### src/rtl/next_pc_bpu_if.sv
// Fetch-side bus of the next-PC / branch-prediction block: fetch inputs, EX
// resolution feedback, and the PC / prediction / flush results.
interface next_pc_bpu_if #(
    parameter int CPU_WIDTH = 32
);
    logic                 ena;
    logic [31:0]          if_inst;
    logic                 ex_valid;
    logic                 ex_is_branch;
    logic [CPU_WIDTH-1:0] ex_pc;
    logic                 ex_taken;
    logic [CPU_WIDTH-1:0] ex_target;
    logic                 ex_pred_taken;
    logic [CPU_WIDTH-1:0] pc_o;
    logic                 if_pred_taken;
    logic                 flush_o;
    logic [15:0]          mispred_cnt;

    modport master (
        output ena, if_inst, ex_valid, ex_is_branch, ex_pc, ex_taken, ex_target, ex_pred_taken,
        input  pc_o, if_pred_taken, flush_o, mispred_cnt
    );

    modport slave (
        input  ena, if_inst, ex_valid, ex_is_branch, ex_pc, ex_taken, ex_target, ex_pred_taken,
        output pc_o, if_pred_taken, flush_o, mispred_cnt
    );
endinterface

### src/rtl/next_pc_bpu.sv
// Next fetch PC selection with static or 2-bit BHT branch prediction,
// EX-stage mispredict redirect/flush and a saturating mispredict counter.
module next_pc_bpu #(
    parameter int                   CPU_WIDTH = 32,
    parameter int                   BHT_DEPTH = 16,
    parameter logic [CPU_WIDTH-1:0] RESET_PC  = '0,
    parameter int                   PRED_MODE = 1
) (
    input logic          clk,
    input logic          rst_n,
    next_pc_bpu_if.slave bus
);
    localparam int IDX_W = $clog2(BHT_DEPTH);

    logic [CPU_WIDTH-1:0] pc_q;
    logic [15:0]          cnt_q;
    logic [6:0]           opcode;
    logic                 is_b, is_jal, is_jalr;
    logic [31:0]          imm_b, imm_j;
    logic [CPU_WIDTH-1:0] imm_b_x, imm_j_x, pred_target, pc_next;
    logic                 bht_taken;
    logic                 pred_taken;
    logic                 mispredict;

    assign opcode  = bus.if_inst[6:0];
    assign is_b    = (opcode == 7'b1100011);
    assign is_jal  = (opcode == 7'b1101111);
    assign is_jalr = (opcode == 7'b1100111);

    assign imm_b = {{20{bus.if_inst[31]}}, bus.if_inst[7], bus.if_inst[30:25],
                    bus.if_inst[11:8], 1'b0};
    assign imm_j = {{12{bus.if_inst[31]}}, bus.if_inst[19:12], bus.if_inst[20],
                    bus.if_inst[30:21], 1'b0};
    assign imm_b_x = CPU_WIDTH'($signed(imm_b));
    assign imm_j_x = CPU_WIDTH'($signed(imm_j));

    assign pred_target = pc_q + (is_jal ? imm_j_x : imm_b_x);

    // JALR target is unknown at fetch, so it is always predicted not-taken.
    always_comb begin
        pred_taken = 1'b0;
        if (is_jal)
            pred_taken = 1'b1;
        else if (is_jalr)
            pred_taken = 1'b0;
        else if (is_b)
            pred_taken = (PRED_MODE == 0) ? bus.if_inst[31] : bht_taken;
    end

    assign mispredict = bus.ena & bus.ex_valid & (bus.ex_taken != bus.ex_pred_taken);

    always_comb begin
        pc_next = pc_q + CPU_WIDTH'(4);
        if (mispredict)
            pc_next = bus.ex_taken ? bus.ex_target : bus.ex_pc + CPU_WIDTH'(4);
        else if (pred_taken)
            pc_next = pred_target;
    end

    always_ff @(posedge clk) begin
        if (!rst_n) begin
            pc_q  <= {RESET_PC[CPU_WIDTH-1:2], 2'b00};
            cnt_q <= '0;
        end else if (bus.ena) begin
            pc_q <= {pc_next[CPU_WIDTH-1:2], 2'b00};
            if (mispredict && cnt_q != 16'hFFFF)
                cnt_q <= cnt_q + 16'd1;
        end
    end

    generate
        if (PRED_MODE == 1) begin : g_bht
            logic [1:0]       bht [BHT_DEPTH];
            logic [IDX_W-1:0] rd_idx, wr_idx;

            assign rd_idx    = pc_q[IDX_W+1:2];
            assign wr_idx    = bus.ex_pc[IDX_W+1:2];
            assign bht_taken = bht[rd_idx][1];

            // Lookup is combinational off the array, so a same-cycle update is not seen.
            always_ff @(posedge clk) begin
                if (!rst_n) begin
                    for (int k = 0; k < BHT_DEPTH; k++)
                        bht[k] <= 2'b01;
                end else if (bus.ena && bus.ex_valid && bus.ex_is_branch) begin
                    if (bus.ex_taken) begin
                        if (bht[wr_idx] != 2'b11)
                            bht[wr_idx] <= bht[wr_idx] + 2'b01;
                    end else begin
                        if (bht[wr_idx] != 2'b00)
                            bht[wr_idx] <= bht[wr_idx] - 2'b01;
                    end
                end
            end
        end else begin : g_no_bht
            assign bht_taken = 1'b0;
        end
    endgenerate

    assign bus.pc_o          = pc_q;
    assign bus.if_pred_taken = pred_taken;
    assign bus.flush_o       = mispredict;
    assign bus.mispred_cnt   = cnt_q;
endmodule
### src/flat_wrapper.sv
// flat-port wrapper written by rule: the top's interface ports become plain ports
module next_pc_bpu_flat 
#(
    parameter int                   CPU_WIDTH = 32,
    parameter int                   BHT_DEPTH = 16,
    parameter logic [CPU_WIDTH-1:0] RESET_PC  = '0,
    parameter int                   PRED_MODE = 1
)
  (clk, rst_n, bus_ena, bus_if_inst, bus_ex_valid, bus_ex_is_branch, bus_ex_pc, bus_ex_taken, bus_ex_target, bus_ex_pred_taken, bus_pc_o, bus_if_pred_taken, bus_flush_o, bus_mispred_cnt);
  next_pc_bpu_if #(.CPU_WIDTH(CPU_WIDTH)) bus_i ();
  input logic clk;
  input logic rst_n;
  input wire logic [$bits(bus_i.ena)-1:0] bus_ena;
  input wire logic [$bits(bus_i.if_inst)-1:0] bus_if_inst;
  input wire logic [$bits(bus_i.ex_valid)-1:0] bus_ex_valid;
  input wire logic [$bits(bus_i.ex_is_branch)-1:0] bus_ex_is_branch;
  input wire logic [$bits(bus_i.ex_pc)-1:0] bus_ex_pc;
  input wire logic [$bits(bus_i.ex_taken)-1:0] bus_ex_taken;
  input wire logic [$bits(bus_i.ex_target)-1:0] bus_ex_target;
  input wire logic [$bits(bus_i.ex_pred_taken)-1:0] bus_ex_pred_taken;
  output wire logic [$bits(bus_i.pc_o)-1:0] bus_pc_o;
  output wire logic [$bits(bus_i.if_pred_taken)-1:0] bus_if_pred_taken;
  output wire logic [$bits(bus_i.flush_o)-1:0] bus_flush_o;
  output wire logic [$bits(bus_i.mispred_cnt)-1:0] bus_mispred_cnt;
  assign bus_i.ena = bus_ena;
  assign bus_i.if_inst = bus_if_inst;
  assign bus_i.ex_valid = bus_ex_valid;
  assign bus_i.ex_is_branch = bus_ex_is_branch;
  assign bus_i.ex_pc = bus_ex_pc;
  assign bus_i.ex_taken = bus_ex_taken;
  assign bus_i.ex_target = bus_ex_target;
  assign bus_i.ex_pred_taken = bus_ex_pred_taken;
  assign bus_pc_o = bus_i.pc_o;
  assign bus_if_pred_taken = bus_i.if_pred_taken;
  assign bus_flush_o = bus_i.flush_o;
  assign bus_mispred_cnt = bus_i.mispred_cnt;
  next_pc_bpu #(.CPU_WIDTH(CPU_WIDTH), .BHT_DEPTH(BHT_DEPTH), .RESET_PC(RESET_PC), .PRED_MODE(PRED_MODE)) u_core (.clk(clk), .rst_n(rst_n), .bus(bus_i));
endmodule
### config.mk
export PLATFORM = sky130hd
export DESIGN_NAME = next_pc_bpu_flat
export DESIGN_NICKNAME = d
export VERILOG_FILES = /design/src/rtl/next_pc_bpu_if.sv /design/src/rtl/next_pc_bpu.sv /design/src/flat_wrapper.sv
export SDC_FILE = /design/constraint.sdc
export NUM_CORES = 1
export LEC_CHECK = 0
export CORE_MARGIN = 1
export CORE_UTILIZATION = 55
export DETAILED_ROUTE_END_ITERATION = 16
export DONT_BUFFER_PORTS = 1
export HOLD_SLACK_MARGIN = 0.05
export PLACE_DENSITY_LB_ADDON = 0.08
export REMOVE_ABC_BUFFERS = 1
export SETUP_SLACK_MARGIN = 0.1
export SLEW_MARGIN = 10
export SYNTH_ARGS = -nofsm -noshare
export SYNTH_HDL_FRONTEND = slang
export SYNTH_SLANG_ARGS = --single-unit
### constraint.sdc
create_clock -name clk -period 5.8 [get_ports clk]
set_input_delay 0.58 -clock clk [delete_from_list [all_inputs] [get_ports clk]]
set_output_delay 0.58 -clock clk [all_outputs]
set_load 0.03 [all_outputs]
# Yosys cells after proc, flatten, opt, wreduce, memory -nomap -nowiden
# Memory sizes are Yosys's and may differ from the RTL's. A register that Yosys moved wholly into a read port is not among the register bits.
# Index checks and enable logic that the tools add are counted.
op_classes:
  n_bitwise: 3
  muxes: 24
  n_reduce_logical: 6
  eq_ne: 6
  addsub: 6
ops:
  columns: ["operator", "n"]
  rows:
  - ["$mux 32", 3]
  - ["$add 32x3->32 const B", 2]
  - ["$add 32x32->32", 1]
  - ["$eq 7x7->1 const B", 3]
  - ["$mux 20", 1]
  - ["$add 16x1->16 const B", 1]
  - ["$ne 16x16->1 const B", 1]
  - ["$mux 1", 15]
  - ["$mux 4", 3]
  - ["$mux 2", 2]
  - ["$logic_and 1x1->1", 3]
  - ["$add 2x1->2 const B", 1]
  - ["$and 1x1->1", 2]
  - ["$ne 2x2->1 const B", 1]
  - ["$reduce_and 2->1", 1]
  - ["$reduce_bool 2->1", 1]
  - ["$reduce_or 2->1", 1]
  - ["$sub 2x1->2 const B", 1]
  - ["$ne 1x1->1", 1]
  - ["$or 1x1->1", 1]
word_totals:
  inputBits: 103
  output_inout_bits: 50
  register_bits: 46
  mem_count: 1
  mem_bits_rw: 32
  elab_cells: 48
memory_table:
  columns: ["memory", "depth", "word_bits", "rd", "rd_clocked_by_memory_dff", "wr", "line_no", "rtl"]
  rows:
  - ["u_core.g_bht.bht", 16, 2, 2, 1, 16, "next_pc_bpu.sv:73", "logic [1:0] bht [BHT_DEPTH];"]

# Logic depth before layout (Yosys ltp)
# An unclocked memory read counts as a cell.
logic_depth:
  ltp_word: 10
  mapped_depth: 16

# Worst setup path before layout
# Ideal clock, no wire load.
synth_timing:
  kind: "reg-to-reg"
  startpoint: "register with a tool-made name"
  endpoint: "register u_core.pc_q[27] (netlist: u_core.bus.pc_o[27])"
  arrival_time_ns: 3.953
  path_stages_with_launch: 16
  n_path_buf: 1
  slack_ns: 1.766
  cell_sequence: "dfxtp_1 mux4_1 mux2i_1 o22ai_1 and2_1 clkbuf_1 a21o_1 ha_1 a21o_1 o21bai_1 a221o_1 a2111o_1 o21ai_1 o21ai_0 or3b_1 a41oi_1"
synth_rtl:
  columns: ["element", "line_no", "rtl"]
  rows:
  - ["end signal: assignment", "next_pc_bpu.sv:62", "pc_q <= {RESET_PC[CPU_WIDTH-1:2], 2'b00};"]
  - ["end signal: assignment", "next_pc_bpu.sv:65", "pc_q <= {pc_next[CPU_WIDTH-1:2], 2'b00};"]
  - ["end: declaration", "next_pc_bpu.sv:15", "logic [CPU_WIDTH-1:0] pc_q;"]

==> out/qor.csv <==
metric,value,unit
P&R area growth vs syn,4.94,%
TritonCTS clock tree,built,
max incr delay on CP,0.61,ns
setup repair after global routing missed its margin,no,
Worst-Margin Slew,0.960,ns
FMAX,209,MHz
R2R cell count,14,
Final TNS setup,0,ns
reg2reg setup slack,1.03,ns
largest net degree at the start of global routing,65,
CP startpoint kind,register,
maximum VDD drop,0.000186,V
Pre-Repair DR Iteration Count,5,
sequential cell area fraction in the yosys report,30.3,%
clock buffer depth,2,
Worst Setup End Kind,register,
Root Driver,clkbuf_16,
Syn. warnings,0,
Vias,5888,
Buffers on Ports,0,
Skew-Pair Late Insertion Delay,0.35,ns
Pwr Density,210,nW/um^2
clk sinks,82,
crit path capture,u_core.bus.pc_o[31],
Synth Register Bits,82,
DR vias/cell,6.44,
DPL Wire Length,13200,microns
Routed WL,18000,microns
Worst Path Buf+Inv,0,
IO Pins,153,
Synth area leaders,"dfxtp_1 15%, edfxtp_1 15%, ha_1 6.6%, nand2_1 5.3%, o21ai_0 5.2%",
Hold Crit Class,in -> reg,
GRT Overall Usage,29.6,%
# diodes,0,
"EDFF count, synth",32,
ys async rst share,0,%
R2R Path End,u_core.bus.pc_o[31],
Max-Cap Viols,0,
Final nets,904,
Hold Fails Final Rpt,0,
Die Ht,111,microns
gr ovfl total,0,
Netlist cell types,73,
Die Area,12200,sq um
final setup fails,0,
Synth area leader,dfxtp_1,
Post-Syn Area,6480,sq um
Synth Area per Inst,8.20,sq um
Tmin final,4.77,ns
Residual DRC,0,
worst rel slew slack,35.6,%
htree depth,3,
core area,11500,sq um
WS Path Type,reg -> reg,
ratio of cells with drive above 1 in the final layout,5.58,%
# Post-CTS Setup Buffers,0,
outcome,"finished, final reports clean",
Critical Path RT,6.07,ns
CTS Buf Count,9,
Lkg Pwr,2.56,nW
"commonest non-fill, non-tap cell in the layout",nand2_1,
vias in the first global route,5652,
worst-path cell chain,mux4_1 -> mux2i_1 -> o22ai_1 -> nor2_1 -> nor2b_1 -> ha_1 -> o21ai_0 -> nor2_1 -> a21oi_1 -> a211oi_1 -> nand3_1 -> a2111oi_0 -> o21ai_0 -> a31oi_1,
Die Wd,111,microns
GPL Wtd Cong,0.923,
Final Cycle Share,82.3,%
worst hold slack,0.315,ns
Routed Antenna Nets,0,
CP max FO,8,
Synth Flop Type,dfxtp_1,
Initial DRC Count,334,
Worst Skew,0.00646,ns
Synth Instances,791,
cell depth of the worst setup path,14,
Post-CTS Hold Fix Bufs,0,
"CTS clk-pin slew, worst paths",0.07,ns
post-cts resize count,0,
area share of the largest cell type after synthesis,15.4,%
WL/cell,19.7,microns
Initial Util,56.5,%
cell family with most CP delay,compound AO/OA/AOI/OAI gates,
fin. max-slew vios,0,
FP Rows,39,
critical path data arrival time,5.05,ns
first-pass GRT wire length,28600,microns
"commonest non-fill, non-tap cells in the layout","92 x nand2_1, 87 x nor2_1, 68 x o21ai_0",
slowest CP cell,mux4_1,
initial antenna violation count,0,
## registers in the layout, indices dropped and copies added (netlist names), named ones only
| register | cells |
|---|---|
| u_core.g_bht.bht | 32 |
| u_core.bus.mispred_cnt | 16 |
| u_core.bus.pc_o | 30 |
## synth_stat cells (all sizes together), types with 3 or more instances
master	number
nand2	93
nor2	87
o21ai	84
a21oi	55
dfxtp	50
xnor2	37
ha	34
edfxtp	32
clkbuf	27
nand3	24
a21o	23
xor2	21
inv	18
a211oi	15
mux4	14
nor3	14
buf	13
nand4	13
nor2b	12
or2	11
and2	9
and4	8
mux2i	8
o211ai	8
or3	7
o21bai	6
a41oi	5
and3	5
nand2b	5
o21a	5
a22oi	4
a31oi	4
a211o	3
a22o	3
## metal layers
metal / up-vias / wire, microns / GRT usage (%)
met1: 2785 / 7810 / 37.9
met5: - / 0 / 0
met4: 0 / 564 / 14.1
met2: 213 / 8680 / 49.1
li1: 2850 / - / -
met3: 40 / 969 / 4.34
## stage by stage
step / setup WS [ns] / total power [mW] / utilization (%) / area (sq um) / cells
after global placement: 1.20 / 0.853 / 56.8 / 6510 / 898
after floorplan: 1.85 / 0.814 / - / 6310 / 752
after global routing: 0.619 / 1.47 / 59.3 / 6800 / 914
after CTS: 1.09 / 1.43 / 59.3 / 6800 / 914
after detailed placement: 1.12 / 0.858 / 56.8 / 6510 / 898
final: 1.03 / 1.43 / 59.3 / 6800 / 914
## how the worst min path moves through the flow
stage	startpoint	end	slack (ns)	cells past startpoint
after floorplan	u_core.bus.mispred_cnt[9]	u_core.bus.mispred_cnt[9]	0.62	2
after global placement	u_core.bus.pc_o[18]	u_core.bus.pc_o[18]	0.64	2
after detailed placement	u_core.bus.mispred_cnt[9]	u_core.bus.mispred_cnt[9]	0.65	2
after CTS	bus_ena	u_core.bus.pc_o[9]	0.31	1
after global routing	bus_ena	u_core.bus.pc_o[9]	0.31	1
final	bus_ena	u_core.bus.pc_o[9]	0.31	1
## final cells by class
type / instances / area, sq um
clock buffers: 11 / 233
clock inverters: 5 / 57.6
fillers: 1066 / 4660
inverters: 20 / 75.1
multi-input cells: 650 / 4270
flip-flops and latches: 82 / 1960
well taps: 143 / 179
repair buffers: 3 / 22.5
## power by group
part | internal, mW | leakage, nW | switching (mW)
Combinational | 0.0768 | 1.74 | 0.103
Clock | 0.333 | 0.133 | 0.244
Sequential | 0.619 | 0.687 | 0.0503
Total | 1.03 | 2.56 | 0.397
## cells by family (layout without fill, tap and decap cells)
family | count (synthesis) | after routing | share of synthesized area, %
mux | 23 | 23 | 6.68
other cells | 1 | 2 | 0.0578
xor+xnor | 58 | 58 | 7.84
simple gates | 298 | 298 | 22.0
fa+ha+maj | 35 | 35 | 6.87
flops | 82 | 82 | 30.3
buf+inv | 60 | 39 | 3.86
compound gates | 234 | 234 | 22.4
Note: power is estimated with default switching activity, not from simulation.
